<file path="src/rtl/ps2_rx_fifo_pkg.sv">
// Shared PS/2 receive types and scan-code constants.
package ps2_pkg;

  typedef enum logic [1:0] {
    IDLE,
    DATA,
    PARITY,
    STOP
  } rx_state_t;

  localparam int PS2_DATA_BITS = 8;

  // Prefix codes the keyboard-mapping stage looks for.
  localparam logic [7:0] BREAK  = 8'hF0;
  localparam logic [7:0] EXTEND = 8'hE0;

  // Odd parity: data bits plus parity bit must hold an odd number of ones.
  function automatic logic parity_ok(input logic [PS2_DATA_BITS-1:0] data,
                                     input logic                     par);
    return ^{data, par};
  endfunction

endpackage

</file>
<file path="src/rtl/ps2_rx_fifo_sync_fifo.sv">
// Single-clock show-ahead FIFO: rd_data always presents the head entry.
module sync_fifo #(
  parameter int WIDTH = 8,
  parameter int DEPTH = 8
) (
  input  logic                     clk,
  input  logic                     reset,
  input  logic                     push,
  input  logic                     pop,
  input  logic [WIDTH-1:0]         wr_data,
  output logic [WIDTH-1:0]         rd_data,
  output logic                     full,
  output logic                     empty,
  output logic [$clog2(DEPTH):0]   count
);

  localparam int AW = $clog2(DEPTH);

  logic [WIDTH-1:0] mem_q [DEPTH];
  logic [AW-1:0]    wr_ptr_q, wr_ptr_d;
  logic [AW-1:0]    rd_ptr_q, rd_ptr_d;
  logic [AW:0]      cnt_q, cnt_d;
  logic             do_push, do_pop;

  assign empty   = (cnt_q == '0);
  assign full    = (cnt_q == (AW+1)'(DEPTH));
  assign count   = cnt_q;
  // Head is forced to zero while empty so nothing stale leaks out after reset.
  assign rd_data = empty ? '0 : mem_q[rd_ptr_q];

  // Pointer/count next state; a pop frees the slot a same-cycle push needs when full.
  always_comb begin
    do_pop   = pop & ~empty;
    do_push  = push & (~full | do_pop);
    wr_ptr_d = wr_ptr_q;
    rd_ptr_d = rd_ptr_q;
    cnt_d    = cnt_q;
    if (do_push) wr_ptr_d = wr_ptr_q + 1'b1;
    if (do_pop)  rd_ptr_d = rd_ptr_q + 1'b1;
    case ({do_push, do_pop})
      2'b10:   cnt_d = cnt_q + 1'b1;
      2'b01:   cnt_d = cnt_q - 1'b1;
      default: cnt_d = cnt_q;
    endcase
  end

  // Control registers; pointers wrap naturally because DEPTH is a power of two.
  always_ff @(posedge clk) begin
    if (reset) begin
      wr_ptr_q <= '0;
      rd_ptr_q <= '0;
      cnt_q    <= '0;
    end else begin
      wr_ptr_q <= wr_ptr_d;
      rd_ptr_q <= rd_ptr_d;
      cnt_q    <= cnt_d;
    end
  end

  // Storage array, written only on an accepted push; contents need no reset.
  always_ff @(posedge clk) begin
    if (do_push) mem_q[wr_ptr_q] <= wr_data;
  end

endmodule

</file>
<file path="src/rtl/ps2_rx_fifo.sv">
// PS/2 device-to-host receiver: synchroniser, clock glitch filter, frame
// deframer with parity/framing/timeout checks, and a show-ahead scan-code FIFO.
module ps2_rx_fifo
  import ps2_pkg::*;
#(
  parameter int SYNC_STAGES    = 2,
  parameter int FILTER_LEN     = 4,
  parameter int TIMEOUT_CYCLES = 50000,
  parameter int FIFO_DEPTH     = 8
) (
  input  logic                          clk,
  input  logic                          reset,
  input  logic                          ps2_clk,
  input  logic                          ps2_data,
  input  logic                          rd_en,
  output logic [7:0]                    scan_code,
  output logic                          valid,
  output logic [$clog2(FIFO_DEPTH):0]   count,
  output logic                          parity_err,
  output logic                          frame_err,
  output logic                          overflow
);

  localparam int FCNT_W = (FILTER_LEN > 1) ? $clog2(FILTER_LEN) : 1;
  localparam int TMO_W  = $clog2(TIMEOUT_CYCLES);
  localparam int IDX_W  = $clog2(PS2_DATA_BITS);

  localparam logic [FCNT_W-1:0] FILT_LAST = FCNT_W'(FILTER_LEN - 1);
  // Fire one cycle early so the registered pulse lands when the count reaches TIMEOUT_CYCLES-1.
  localparam logic [TMO_W-1:0]  TMO_LAST  = TMO_W'(TIMEOUT_CYCLES - 2);
  localparam logic [IDX_W-1:0]  BIT_LAST  = IDX_W'(PS2_DATA_BITS - 1);

  logic [SYNC_STAGES-1:0]   clk_sync_q, clk_sync_d;
  logic [SYNC_STAGES-1:0]   data_sync_q, data_sync_d;
  logic                     clk_s, data_s;
  logic                     filt_q, filt_d;
  logic [FCNT_W-1:0]        fcnt_q, fcnt_d;
  logic                     fall;

  rx_state_t                state_q, state_d;
  logic [IDX_W-1:0]         bit_idx_q, bit_idx_d;
  logic [TMO_W-1:0]         tmo_q, tmo_d;
  logic [PS2_DATA_BITS-1:0] shift_q, shift_d;
  logic                     par_q, par_d;
  logic                     push_q, push_d;
  logic                     perr_q, perr_d;
  logic                     ferr_q, ferr_d;
  logic                     ovf_q, ovf_d;

  logic                     fifo_full, fifo_empty;

  assign clk_s      = clk_sync_q[SYNC_STAGES-1];
  assign data_s     = data_sync_q[SYNC_STAGES-1];
  assign valid      = ~fifo_empty;
  assign parity_err = perr_q;
  assign frame_err  = ferr_q;
  assign overflow   = ovf_q;

  // Synchroniser shift and glitch filter: flip only after FILTER_LEN disagreeing samples.
  always_comb begin
    clk_sync_d  = {clk_sync_q[SYNC_STAGES-2:0], ps2_clk};
    data_sync_d = {data_sync_q[SYNC_STAGES-2:0], ps2_data};
    filt_d      = filt_q;
    fcnt_d      = '0;
    if (clk_s != filt_q) begin
      if (fcnt_q == FILT_LAST) filt_d = clk_s;
      else                     fcnt_d = fcnt_q + 1'b1;
    end
    fall = filt_q & ~filt_d;
  end

  // Deframer FSM next state, timeout tracking and error/overflow pulse generation.
  always_comb begin
    state_d   = state_q;
    bit_idx_d = bit_idx_q;
    shift_d   = shift_q;
    par_d     = par_q;
    push_d    = 1'b0;
    perr_d    = 1'b0;
    ferr_d    = 1'b0;
    tmo_d     = (fall || state_q == IDLE) ? '0 : tmo_q + 1'b1;
    ovf_d     = push_q & fifo_full & ~(rd_en & ~fifo_empty);
    if (fall) begin
      case (state_q)
        IDLE: begin
          if (!data_s) begin
            state_d   = DATA;
            bit_idx_d = '0;
          end else begin
            ferr_d = 1'b1;
          end
        end
        DATA: begin
          shift_d[bit_idx_q] = data_s;
          if (bit_idx_q == BIT_LAST) state_d = PARITY;
          else                       bit_idx_d = bit_idx_q + 1'b1;
        end
        PARITY: begin
          par_d   = data_s;
          state_d = STOP;
        end
        STOP: begin
          state_d = IDLE;
          if (!data_s)                        ferr_d = 1'b1;
          else if (!parity_ok(shift_q, par_q)) perr_d = 1'b1;
          else                                push_d = 1'b1;
        end
        default: state_d = IDLE;
      endcase
    end else if (state_q != IDLE && tmo_q == TMO_LAST) begin
      state_d = IDLE;
      ferr_d  = 1'b1;
    end
  end

  // Control state; synchronisers and filtered clock idle high like the bus.
  always_ff @(posedge clk) begin
    if (reset) begin
      clk_sync_q  <= '1;
      data_sync_q <= '1;
      filt_q      <= 1'b1;
      fcnt_q      <= '0;
      state_q     <= IDLE;
      bit_idx_q   <= '0;
      tmo_q       <= '0;
      push_q      <= 1'b0;
      perr_q      <= 1'b0;
      ferr_q      <= 1'b0;
      ovf_q       <= 1'b0;
    end else begin
      clk_sync_q  <= clk_sync_d;
      data_sync_q <= data_sync_d;
      filt_q      <= filt_d;
      fcnt_q      <= fcnt_d;
      state_q     <= state_d;
      bit_idx_q   <= bit_idx_d;
      tmo_q       <= tmo_d;
      push_q      <= push_d;
      perr_q      <= perr_d;
      ferr_q      <= ferr_d;
      ovf_q       <= ovf_d;
    end
  end

  // Received byte and parity bit; only consumed after a complete frame.
  always_ff @(posedge clk) begin
    shift_q <= shift_d;
    par_q   <= par_d;
  end

  sync_fifo #(
    .WIDTH (PS2_DATA_BITS),
    .DEPTH (FIFO_DEPTH)
  ) u_fifo (
    .clk     (clk),
    .reset   (reset),
    .push    (push_q),
    .pop     (rd_en),
    .wr_data (shift_q),
    .rd_data (scan_code),
    .full    (fifo_full),
    .empty   (fifo_empty),
    .count   (count)
  );

endmodule

</file>
<file path="config.mk">
export PLATFORM = sky130hd
export DESIGN_NAME = ps2_rx_fifo
export DESIGN_NICKNAME = d
export VERILOG_FILES = /design/src/rtl/ps2_rx_fifo_pkg.sv /design/src/rtl/ps2_rx_fifo_sync_fifo.sv /design/src/rtl/ps2_rx_fifo.sv
export SDC_FILE = /design/constraint.sdc
export NUM_CORES = 1
export LEC_CHECK = 0
export CORE_MARGIN = 5
export CORE_UTILIZATION = 59
export DETAILED_ROUTE_END_ITERATION = 8
export GPL_ROUTABILITY_DRIVEN = 0
export PLACE_DENSITY = 0.78
export RECOVER_POWER = 100
export SLEW_MARGIN = 15
export SYNTH_ARGS = -nofsm -noshare
export SYNTH_HDL_FRONTEND = slang
export SYNTH_HIERARCHICAL = 1
export SYNTH_SLANG_ARGS = --single-unit
export TNS_END_PERCENT = 50
</file>
<file path="constraint.sdc">
create_clock -name clk -period 3.3 [get_ports clk]
set_input_delay 0.495 -clock clk [delete_from_list [all_inputs] [get_ports clk]]
set_output_delay 0.495 -clock clk [all_outputs]
set_load 0.01 [all_outputs]
</file>
; Yosys cells after proc, flatten, opt, wreduce, memory -nomap -nowiden
; Memories as Yosys holds them, arrays and structs flattened. A register that Yosys moved wholly into a read port is not among the register bits.
; Index checks and enable logic that the tools add are counted.
; W data, S select, Z words.
[classes]
addsub = 7
mul = 0
div_mod_pow = 0
order_cmp = 2
n_eq_ne = 14
shift = 0
mux = 26
bitwise_logic = 14
n_reduce_logical = 17
[ops]
columns = cell, n
row1 = $add A16 B1 Y16 const B, 1
row2 = $eq A16 B16 Y1 const B, 1
row3 = $mux W3, 4
row4 = $mux W1, 11
row5 = $add A3 B1 Y3 const B, 3
row6 = $reduce_xor A9 Y1, 1
row7 = $bwmux W8, 1
row8 = $eq A2 B2 Y1 const B, 4
row9 = $mux W2, 4
row10 = $mux W8, 1
row11 = $not A1 Y1, 8
row12 = $pmux W2 S4, 1
row13 = $pmux W4 S2, 1
row14 = $reduce_bool A2 Y1, 4
row15 = $ne A3 B3 Y1 const B, 2
row16 = $pmux W3 S2, 1
row17 = $and A1 B1 Y1, 5
row18 = $add A4 B1 Y4 const B, 1
row19 = $eq A2 B1 Y1 const B, 2
row20 = $eq A4 B4 Y1 const B, 1
row21 = $logic_not A4 Y1, 1
row22 = $lt A3 B4 Y1 const B, 1
row23 = $ne A2 B2 Y1 const B, 2
row24 = $reduce_and A2 Y1, 2
row25 = other kinds (16), 17
[word_totals]
register_bits = 51
latch_bits = 0
ram_bits = 64
mem_bits_ro = 0
input_bits = 5
out_inout_bits = 16
memories = 1
[memory_table]
columns = name, words, word_bits, rd, rd_ports_with_merged_regs, write_ports, line
row1 = u_fifo.mem_q, 8, 8, 1, 1, 1, ps2_rx_fifo_sync_fifo.sv:19  ; logic [WIDTH-1:0] mem_q [DEPTH];

; Depth between registers and ports, before layout
[depth]
ltp_word = 7
mapped_depth = 10
ltp_nobuf = 9

; By module
; The synthesis kept the hierarchy.
[modules_own_cells]
columns = module, n_inst, cells_per_inst, area_per_inst_um2
row1 = sync_fifo, 1, 184, 3160.5
row2 = ps2_rx_fifo, 1, 186, 1834.3

; Worst setup path after synthesis
; Ideal clock, no wire load.
[synth_path]
path_kind = register -> register
from = register u_fifo.cnt_q[1] (netlist: u_fifo/count[1])
to = register u_fifo.cnt_q[3] (netlist: u_fifo/count[3])
t_arrival_ns = 2.278
t_required_ns = 3.225
slack_ns = 0.948
stages_incl_launch_ff = 11
cell_sequence = dfxtp_1 buf_6 or3_4 o21ai_1 or2_2 inv_1 ha_1 a21oi_1 nor4bb_1 o21bai_1 a31oi_1
[synth_between]
elab_chain_len = 7
elab_cells_between_ends = 13
[synth_lines]
columns = element, line
row1 = "start, declared", ps2_rx_fifo_sync_fifo.sv:22  ; logic [AW:0] cnt_q, cnt_d;
row2 = "start signal, assigned", ps2_rx_fifo_sync_fifo.sv:56  ; cnt_q <= cnt_d;
row3 = $logic_not A4 Y1, ps2_rx_fifo_sync_fifo.sv:25  ; assign empty = (cnt_q == '0);
row4 = $not A1 Y1, ps2_rx_fifo_sync_fifo.sv:33  ; do_pop = pop & ~empty;
row5 = $and A1 B1 Y1, ps2_rx_fifo_sync_fifo.sv:33
row6 = $or A1 B1 Y1, ps2_rx_fifo_sync_fifo.sv:34  ; do_push = push & (~full | do_pop);
row7 = $and A1 B1 Y1, ps2_rx_fifo_sync_fifo.sv:34
row8 = $eq A2 B1 Y1 or $eq A2 B2 Y1 (tied branches), ps2_rx_fifo_sync_fifo.sv:40  ; case ({do_push, do_pop})
row9 = $pmux W4 S2 or $reduce_bool A2 Y1 (tied branches), -
; Several ways; a longest one is shown, not always the timed one.
; A chain may end at the register's enable or synchronous reset.

==> results.sh <==
export IMPL_instances_no_fill=525
export IMPL_most_common_layout_cells="sky130_fd_sc_hd__edfxtp_1, sky130_fd_sc_hd__nor2_1, sky130_fd_sc_hd__dfxtp_1, sky130_fd_sc_hd__xnor2_1"
export IMPL_worst_clock_skew_ps=8.406
export IMPL_cellPowerDensity_nw_per_um2=726.7
export IMPL_design_die_area_um2=10410
export IMPL_postCtsResizedCells=0
export IMPL_postCtsSetupBuffers=0
export IMPL_minimum_setup_slack_in_the_final_design_ps=242.2
export IMPL_via_per_inst=5.520
export IMPL_fp_dieW_um=102.0
export IMPL_critical_path_startpoint_type="register"
export IMPL_critical_path_endpoint_type="primary output"
export IMPL_hpwl_mm=5.587
export IMPL_vias=2898
export IMPL_cts_inserted_buffers=17
export IMPL_max_cap_viol_count=0
export IMPL_post_synth_cell_area_avg_um2=13.50
export IMPL_finalHoldViolations=0
export IMPL_fill_cells=555
export IMPL_syn_area_um2=4995
export IMPL_hold_buffers=0
export IMPL_number_of_global_route_vias_before_repair=2905
export IMPL_global_route_usage_total_pct=18.33
export IMPL_slew_headroom_pct=27.43
export IMPL_synth_enable_flop_cells=73
export IMPL_area_delta_synth_final_pct=18.46
export IMPL_timing_critical_path_slowest_stage_cell="sky130_fd_sc_hd__dlygate4sd3_1"
export IMPL_outcome="completed"
export IMPL_crit_fanout=16
export IMPL_async_flop_share_pct=0
export IMPL_seq_area_um2=3093
export IMPL_chipHeight_um=102.0
export IMPL_setup_viol=0
export IMPL_clock_tree_root_cell="sky130_fd_sc_hd__clkbuf_8"
export IMPL_critical_path_cell_chain="buf_4 > mux4_2 > mux2i_1 > nor2_1 > dlygate4sd3_1"
export IMPL_synth_ff_latch_count=118
export IMPL_worstSetupPathType="reg -> out"
export IMPL_io_buffers=20
export IMPL_vdd_ir_drop_worst_mv=0.4527
export IMPL_synthCells=370
export IMPL_total_negative_setup_slacks_ps=0
export IMPL_multi_input_comb_area_um2=1782
export IMPL_yosysUniqueCellTypes=54
export IMPL_grt_first_pass_wirelength_mm=14.21
export IMPL_antenna_found_initial=0
export IMPL_ys_warn_count=6
export IMPL_hold_worst_slack_ps=410.8
export IMPL_cts_htree_levels=4
export IMPL_cp_data_arrival_time_ps=2560
export IMPL_timing_critical_path_slowest_cell_delay_ps=630
export IMPL_cts_sinks=118
export IMPL_dr_pass1_iters=4
export IMPL_routed_wire_length_per_instance_um=16.59
export IMPL_start_util_pct=60.79
export IMPL_rsz0062_at_grt="false"
export IMPL_dp_slack_ps=344.9
export IMPL_cp_top_family="buffers and inverters"
export IMPL_ys_flop_type="sky130_fd_sc_hd__edfxtp_1"
export IMPL_detail_route_wirelength_mm=8.709
export IMPL_yosysSeqAreaShare_pct=61.92
export IMPL_drv_slew=0
export IMPL_leftover_overflow_at_the_end_of_global_routing=0
export IMPL_crit_buf_inv=2
export IMPL_maximum_number_of_pins_on_one_net_before_global_route_repair=29
export IMPL_timing_worst_slew_pin_value_ps=1088
export IMPL_syn_num_nets=390
export IMPL_timing_fmax_ghz=0.3270
export IMPL_drive_above_1_share_pct=13.57
export IMPL_core_area_um2=8217
export IMPL_rows=33
export IMPL_cts_max_path_buffers=2
export IMPL_tritoncts_clock_tree="built"
export IMPL_design_final_nets=427
export IMPL_clock_latency_ps=510
export IMPL_drcViolationCount=0
export IMPL_top_level_port_count=21
export IMPL_final_core_utilization_pct=72.01
export IMPL_worst_hold_path_type="reg -> reg"
export IMPL_n_antenna_cell=0
export IMPL_final_common_cell="sky130_fd_sc_hd__edfxtp_1"
export IMPL_placedCellCount=493
export IMPL_drtIter0Drc=71
export IMPL_worst_ep_required_time_ps=2800
export IMPL_final_period_utilization_pct=92.66
export IMPL_cellLeakagePower_nw=2.004
export IMPL_path_clk_slew_ps=60
export IMPL_drt_antenna_violating_nets=0
export IMPL_final_period_minus_worst_setup_slack_ps=3058
synthesized netlist by cell type, types with 9 or more instances:
cell type / instances / share of area, %
sky130_fd_sc_hd__nand2_1: 14 / 1.1
sky130_fd_sc_hd__mux2i_1: 11 / 2.2
sky130_fd_sc_hd__nor3_1: 11 / 1.1
sky130_fd_sc_hd__inv_1: 11 / 0.83
sky130_fd_sc_hd__xnor2_1: 18 / 3.2
sky130_fd_sc_hd__xor2_1: 11 / 1.9
sky130_fd_sc_hd__dfxtp_1: 45 / 18
sky130_fd_sc_hd__edfxtp_1: 73 / 44
sky130_fd_sc_hd__ha_1: 14 / 3.5
sky130_fd_sc_hd__a21oi_1: 9 / 0.90
sky130_fd_sc_hd__nor2_1: 48 / 3.6
sky130_fd_sc_hd__nand3_1: 10 / 1.0
sky130_fd_sc_hd__mux4_2: 16 / 7.2
logic make-up (layout without fill, tap and decap cells):
kind of cell	Yosys count	after routing	synth area share, %
mux	28	28	9.644
simple gates	129	129	13.75
compound gates	26	26	3.457
flops	118	118	61.92
fa+ha+maj	15	15	3.908
buf+inv	25	75	2.230
xor+xnor	29	29	5.085
where the power goes:
| part | total (mW) | switching [mW] | internal, mW |
|---|---|---|---|
| Combinational | 0.782 | 0.382 | 0.400 |
| Clock | 1.88 | 0.647 | 1.23 |
| Sequential | 1.64 | 0.0520 | 1.59 |
| Total | 4.30 | 1.08 | 3.22 |
sequential cells by signal, indices dropped and copies added, names as in the netlist, named ones only:
signal           flops
shift_q              8
u_fifo/wr_ptr_q      3
filt_q               1
tmo_q               16
bit_idx_q            3
clk_sync_q           2
u_fifo/count         4
u_fifo/rd_ptr_q      3
u_fifo/mem_q        64
parity_err           1
overflow             1
data_sync_q          2
frame_err            1
push_q               1
fcnt_q               2
state_q              2
par_q                1
cell type report:
| cell class | instances | share of cell area, % |
|---|---|---|
| repair buffers | 32 | 4.272 |
| well taps | 105 | 2.220 |
| clock inverters | 14 | 3.362 |
| multi-input cells | 227 | 30.11 |
| clock buffers | 18 | 7.063 |
| inverters | 11 | 0.6978 |
| flip-flops and latches | 118 | 52.27 |
layer usage:
| metal | GRT usage [%] | share of wire, % | up-vias |
|---|---|---|---|
| met1 | 22.03 | 44 | 1408 |
| li1 | - | - | 1438 |
| met4 | 5.449 | 0.92 | 0 |
| met5 | 0 | 0 | - |
| met3 | 5.734 | 3.2 | 9 |
| met2 | 31.78 | 52 | 43 |
per-stage QoR:
stage	instance area, um^2	total power [mW]
floorplan	4995	2.200
finish	5917	4.300
global placement	5346	2.486
detailed placement	5346	2.517
global route	5917	4.487
CTS	5963	4.398
path summary, 6_finish.rpt:
kind                                      start               to  slack [ps]  cells past startpoint
worst max-delay path                   register     scan_code[0]         240                      5
worst max register to register  u_fifo/count[1]  u_fifo/count[3]         490                      9
worst min register to register    clk_sync_q[0]    clk_sync_q[1]         410                      1
worst min-delay path              clk_sync_q[0]    clk_sync_q[1]         410                      1
(Power assumes the default switching activity.)
